$ cat config.mk
export PLATFORM = sky130hd
export DESIGN_NAME = axi_lite_master
export DESIGN_NICKNAME = d
export VERILOG_FILES = /design/src/rtl/axi_lite_pkg.sv /design/src/rtl/axi_lite_master.sv
export SDC_FILE = /design/constraint.sdc
export NUM_CORES = 1
export LEC_CHECK = 0
export ABC_AREA = 0
export CAP_MARGIN = 15
export CORE_UTILIZATION = 40
export CTS_CLUSTER_SIZE = 20
export DETAILED_ROUTE_END_ITERATION = 8
export PLACE_DENSITY = 0.84
export REMOVE_ABC_BUFFERS = 1
export SKIP_CTS_REPAIR_TIMING = 1
export SLEW_MARGIN = 30
export SYNTH_ARGS = -nofsm -noshare
export SYNTH_HDL_FRONTEND = slang
export SYNTH_SLANG_ARGS = --single-unit
$ cat constraint.sdc
create_clock -name M_AXI_ACLK -period 2 [get_ports M_AXI_ACLK]
set_input_delay 0.6 -clock M_AXI_ACLK [delete_from_list [all_inputs] [get_ports M_AXI_ACLK]]
set_output_delay 0.6 -clock M_AXI_ACLK [all_outputs]
set_load 0.02 [all_outputs]
$ cat src/rtl/axi_lite_pkg.sv
// Shared AXI4-Lite definitions: master FSM state encodings and response codes.
package axi_lite_pkg;

    localparam logic [2:0] ST_IDLE    = 3'd0;
    localparam logic [2:0] ST_WR_REQ  = 3'd1;
    localparam logic [2:0] ST_WR_RESP = 3'd2;
    localparam logic [2:0] ST_RD_REQ  = 3'd3;
    localparam logic [2:0] ST_RD_DATA = 3'd4;
    localparam logic [2:0] ST_RSP     = 3'd5;

    localparam logic [1:0] RESP_OKAY   = 2'b00;
    localparam logic [1:0] RESP_EXOKAY = 2'b01;
    localparam logic [1:0] RESP_SLVERR = 2'b10;
    localparam logic [1:0] RESP_DECERR = 2'b11;

endpackage

$ cat src/rtl/axi_lite_master.sv
// Single-outstanding AXI4-Lite master: turns a cmd/rsp handshake pair into
// one AXI write (AW+W+B) or read (AR+R) transaction at a time.
module axi_lite_master
    import axi_lite_pkg::*;
#(
    parameter int AXI_DATA_WIDTH    = 32,
    parameter int AXI_ADDRESS_WIDTH = 4
) (
    input  logic                          M_AXI_ACLK,
    input  logic                          M_AXI_ARESETN,

    input  logic                          cmd_valid,
    output logic                          cmd_ready,
    input  logic                          cmd_write,
    input  logic [AXI_ADDRESS_WIDTH-1:0]  cmd_addr,
    input  logic [AXI_DATA_WIDTH-1:0]     cmd_wdata,
    input  logic [AXI_DATA_WIDTH/8-1:0]   cmd_wstrb,

    output logic                          rsp_valid,
    input  logic                          rsp_ready,
    output logic                          rsp_write,
    output logic [AXI_DATA_WIDTH-1:0]     rsp_rdata,
    output logic [1:0]                    rsp_resp,

    output logic [AXI_ADDRESS_WIDTH-1:0]  M_AXI_AWADDR,
    output logic                          M_AXI_AWVALID,
    input  logic                          M_AXI_AWREADY,
    output logic [AXI_DATA_WIDTH-1:0]     M_AXI_WDATA,
    output logic [AXI_DATA_WIDTH/8-1:0]   M_AXI_WSTRB,
    output logic                          M_AXI_WVALID,
    input  logic                          M_AXI_WREADY,
    input  logic [1:0]                    M_AXI_BRESP,
    input  logic                          M_AXI_BVALID,
    output logic                          M_AXI_BREADY,
    output logic [AXI_ADDRESS_WIDTH-1:0]  M_AXI_ARADDR,
    output logic                          M_AXI_ARVALID,
    input  logic                          M_AXI_ARREADY,
    input  logic [AXI_DATA_WIDTH-1:0]     M_AXI_RDATA,
    input  logic [1:0]                    M_AXI_RRESP,
    input  logic                          M_AXI_RVALID,
    output logic                          M_AXI_RREADY
);

    logic [2:0]                   state;
    logic                         aw_done, w_done;
    logic                         awvalid_q, wvalid_q, arvalid_q;
    logic [AXI_ADDRESS_WIDTH-1:0] addr_q;
    logic [AXI_DATA_WIDTH-1:0]    wdata_q;
    logic [AXI_DATA_WIDTH/8-1:0]  wstrb_q;
    logic                         aw_hs, w_hs, ar_hs;

    assign aw_hs = awvalid_q && M_AXI_AWREADY;
    assign w_hs  = wvalid_q  && M_AXI_WREADY;
    assign ar_hs = arvalid_q && M_AXI_ARREADY;

    assign cmd_ready     = (state == ST_IDLE);
    assign M_AXI_BREADY  = (state == ST_WR_RESP);
    assign M_AXI_RREADY  = (state == ST_RD_DATA);

    // One address register feeds both channels; only one is ever valid.
    assign M_AXI_AWADDR  = addr_q;
    assign M_AXI_ARADDR  = addr_q;
    assign M_AXI_WDATA   = wdata_q;
    assign M_AXI_WSTRB   = wstrb_q;
    assign M_AXI_AWVALID = awvalid_q;
    assign M_AXI_WVALID  = wvalid_q;
    assign M_AXI_ARVALID = arvalid_q;

    always_ff @(posedge M_AXI_ACLK) begin
        if (!M_AXI_ARESETN) begin
            state     <= ST_IDLE;
            aw_done   <= 1'b0;
            w_done    <= 1'b0;
            awvalid_q <= 1'b0;
            wvalid_q  <= 1'b0;
            arvalid_q <= 1'b0;
            addr_q    <= '0;
            wdata_q   <= '0;
            wstrb_q   <= '0;
            rsp_valid <= 1'b0;
            rsp_write <= 1'b0;
            rsp_rdata <= '0;
            rsp_resp  <= RESP_OKAY;
        end else begin
            case (state)
                ST_IDLE: if (cmd_valid) begin
                    addr_q  <= cmd_addr;
                    wdata_q <= cmd_wdata;
                    wstrb_q <= cmd_wstrb;
                    aw_done <= 1'b0;
                    w_done  <= 1'b0;
                    if (cmd_write) begin
                        awvalid_q <= 1'b1;
                        wvalid_q  <= 1'b1;
                        state     <= ST_WR_REQ;
                    end else begin
                        arvalid_q <= 1'b1;
                        state     <= ST_RD_REQ;
                    end
                end
                ST_WR_REQ: begin
                    // AW and W complete independently, possibly in the same cycle.
                    if (aw_hs) begin
                        awvalid_q <= 1'b0;
                        aw_done   <= 1'b1;
                    end
                    if (w_hs) begin
                        wvalid_q <= 1'b0;
                        w_done   <= 1'b1;
                    end
                    if ((aw_done || aw_hs) && (w_done || w_hs))
                        state <= ST_WR_RESP;
                end
                ST_WR_RESP: if (M_AXI_BVALID) begin
                    rsp_resp  <= M_AXI_BRESP;
                    rsp_write <= 1'b1;
                    rsp_rdata <= '0;
                    rsp_valid <= 1'b1;
                    state     <= ST_RSP;
                end
                ST_RD_REQ: if (ar_hs) begin
                    arvalid_q <= 1'b0;
                    state     <= ST_RD_DATA;
                end
                ST_RD_DATA: if (M_AXI_RVALID) begin
                    rsp_resp  <= M_AXI_RRESP;
                    rsp_rdata <= M_AXI_RDATA;
                    rsp_write <= 1'b0;
                    rsp_valid <= 1'b1;
                    state     <= ST_RSP;
                end
                ST_RSP: if (rsp_ready) begin
                    rsp_valid <= 1'b0;
                    state     <= ST_IDLE;
                end
                default: begin
                    awvalid_q <= 1'b0;
                    wvalid_q  <= 1'b0;
                    arvalid_q <= 1'b0;
                    rsp_valid <= 1'b0;
                    state     <= ST_IDLE;
                end
            endcase
        end
    end

endmodule

==> flow_summary.yaml <==
hold_path:
  worst_hold_path_type: "reg2reg"
  min_from: "M_AXI_WDATA[31]"
logic_synthesis:
  synth_edf_count: 0
  synthFlopType: "dfxtp_1"
  yosysUniqueCellTypes: 40
  syn_inst: 374
  synth-seq-cells: 84
  synth-async-reset-ratio_pct: 0
  synth_area_per_cell_um2: 9.153
  synth_warnings: 0
  synthesis.area_mm2: 0.003423
  seq_area_frac_synth_pct: 49.12
worst_setup_path:
  crit_chain: "clkdlybuf4s50_1"
  worstPathMaxFanout: 2
  cp-start-kind: "register"
  startpoint: "rsp_rdata[18]"
  slowest_delay_ps: 640
  crit_family: "buffers and inverters"
  critPathKind: "reg2out"
  required_ps: 1400
  r2r-start: "state[0]"
  cp.arrival_ps: 1350
  end_kind: "output port"
  cp_slowest_cell: "clkdlybuf4s50_1"
  critPathBufInv: 1
clock_network:
  path_clk_slew_ps: 90
  h-tree-depth: 3
  cts-buffers-inserted: 9
  root_buffer: "clkbuf_8"
  clk-insertion-delay-late_ps: 340
  cts_tree: "done"
  cts_num_sinks: 84
  cts_max_path_buffers: 2
drt:
  vias: 3282
  avgViaCountPerCell: 4.980
  ant_nets: 0
  drtIter0Drc: 92
  dr.pass1.iters: 4
  wl_per_cell_um: 14.54
  route.detailed.drc: 0
  wl_um: 9582
flow_run:
  maxCapViolCount: 0
global_routing:
  antenna_found_initial: 0
  grt_use_total_pct: 21.60
  grt_max_degree: 41
  grt_pass1_vias: 3244
  grt_remaining_overflow: 0
  grt_pass1_wl_um: 15120
floorplanning:
  die_w_um: 94.51
  core-area_mm2: 0.008258
  rows: 33
  initial_core_util_pct: 41.45
  ioPinCount: 172
  dieArea_mm2: 0.008932
  die_h_um: 94.51
layout:
  layout.cells.most_common_list: "164 x clkdlybuf4s50_1, 86 x nand2_1, 82 x dfxtp_1"
  final_common_cell: "clkdlybuf4s50_1"
  syn2layout_area_growth_pct: 61.81
  drive_gt1_share_pct: 14.80
  n_antenna_cell: 0
  fin_cells: 659
  layout.nets: 636
timing:
  worstMarginPinSlew_ps: 383.6
  setup_viol: 0
  period_share_pct: 97.61
  drv_slew: 0
  clock_skew_ps: 11.75
  relSlewSlack_pct: 74.19
  timing.fmax_ghz: 0.5123
  hold_viol_final: 0
  rsz0062_at_grt: "false"
  fin_ws_ps: 47.86
  min_period_ps: 1952
placement:
  dp_slack_ps: -198.8
  io_buffer_count: 171
  place_hpwl_um: 7100
  dpl.cell_count: 643
  place_congestion: 0.8714
pwr:
  vdd_ir_drop_max_mv: 0.5382
  p_leak_nw: 2.097
  p_per_area_mw_per_mm2: 1122
  p_total_mw: 6.215
outcome:
  status: "finished clean"
[power by group]
| part | internal, mW | total, mW | switching (mW) |
|---|---|---|---|
| combinational | 1.31 | 2.72 | 1.41 |
| clock | 0.710 | 1.34 | 0.626 |
| sequential | 1.95 | 2.16 | 0.209 |
[metrics by stage]
stage / hold slack [ps] / utilization, % / area, um2 / setup TNS, ps
floorplan: 454.5 / - / 3169 / -162100
global placement: 440.8 / 64.15 / 5298 / -2600
detailed placement: 445.5 / 64.15 / 5298 / -3869
CTS: 458.7 / 66.83 / 5519 / -892.9
global route: 478.9 / 67.08 / 5539 / 0
finish: 455.5 / 67.08 / 5539 / 0
[worst reg2reg max path, cell delays in order, from the launching register on]
cell and delay [ps]:
dfxtp_2 400, buf_4 180, nor4bb_4 340, buf_4 230, a21o_4 120, nor2_1 40
a211oi_1 210
[cells in the mapped netlist, types with 2 or more instances]
library cell / n / area share [%]
o21ai_0: 4 / 0.58
inv_1: 2 / 0.22
clkbuf_1: 12 / 1.3
dfxtp_1: 84 / 49
nor2_1: 41 / 4.5
a32oi_1: 2 / 0.51
nor3_1: 4 / 0.58
nand2b_1: 3 / 0.55
nand2_1: 86 / 9.4
a31oi_1: 4 / 0.73
clkbuf_8: 2 / 0.80
buf_6: 11 / 3.6
a22oi_2: 30 / 11
a21oi_1: 48 / 7.0
a211oi_1: 3 / 0.66
inv_2: 2 / 0.22
nand3_1: 3 / 0.44
buf_4: 7 / 1.5
a22oi_1: 2 / 0.44
mux2i_1: 4 / 1.2
[logic make-up after synthesis]
family,after synthesis,share of synthesized area [%]
AND/OR/NAND/NOR,148,18.50
AO/OA/AOI/OAI,100,22.99
flip-flops,84,49.12
buffers and inverters,37,7.858
multiplexers,4,1.170
adder cells (fa/ha/maj),1,0.3654
[routing by layer]
metal / wire [um] / part of all wire, % / track usage [%] / vias to the layer above
li1: - / - / - / 1613
met1: 3834 / 40 / 24.33 / 1540
met2: 4962 / 52 / 38.59 / 111
met3: 555 / 5.8 / 4.831 / 18
met4: 229 / 2.4 / 9.975 / 0
met5: 0 / 0 / 0 / -
[flip-flops by register name, summed over array words and instances, names as in the netlist]
| register | flops |
|---|---|
| M_AXI_ARADDR | 4 |
| M_AXI_ARVALID | 1 |
| M_AXI_AWVALID | 1 |
| M_AXI_WDATA | 32 |
| M_AXI_WSTRB | 4 |
| M_AXI_WVALID | 1 |
| aw_done | 1 |
| rsp_rdata | 32 |
| rsp_resp | 2 |
| rsp_valid | 1 |
| rsp_write | 1 |
| state | 3 |
| w_done | 1 |
[final timing paths]
check / cells after the start / endpoint / slack, ps
max: 1 / rsp_rdata[18] / 50
min: 2 / M_AXI_WDATA[31] / 460
max reg2reg: 6 / rsp_resp[0] / 390
min reg2reg: 2 / M_AXI_WDATA[31] / 460
[final cells by class]
type,count,area (um2)
clock buffers,9,123.9
clock inverters,7,97.59
repair buffers,197,1999
fillers,698,2719
multi-input cells,253,1488
well taps,105,131.4
flip-flops and latches,84,1684
inverters,4,15.01
(Power assumes the default switching activity.)
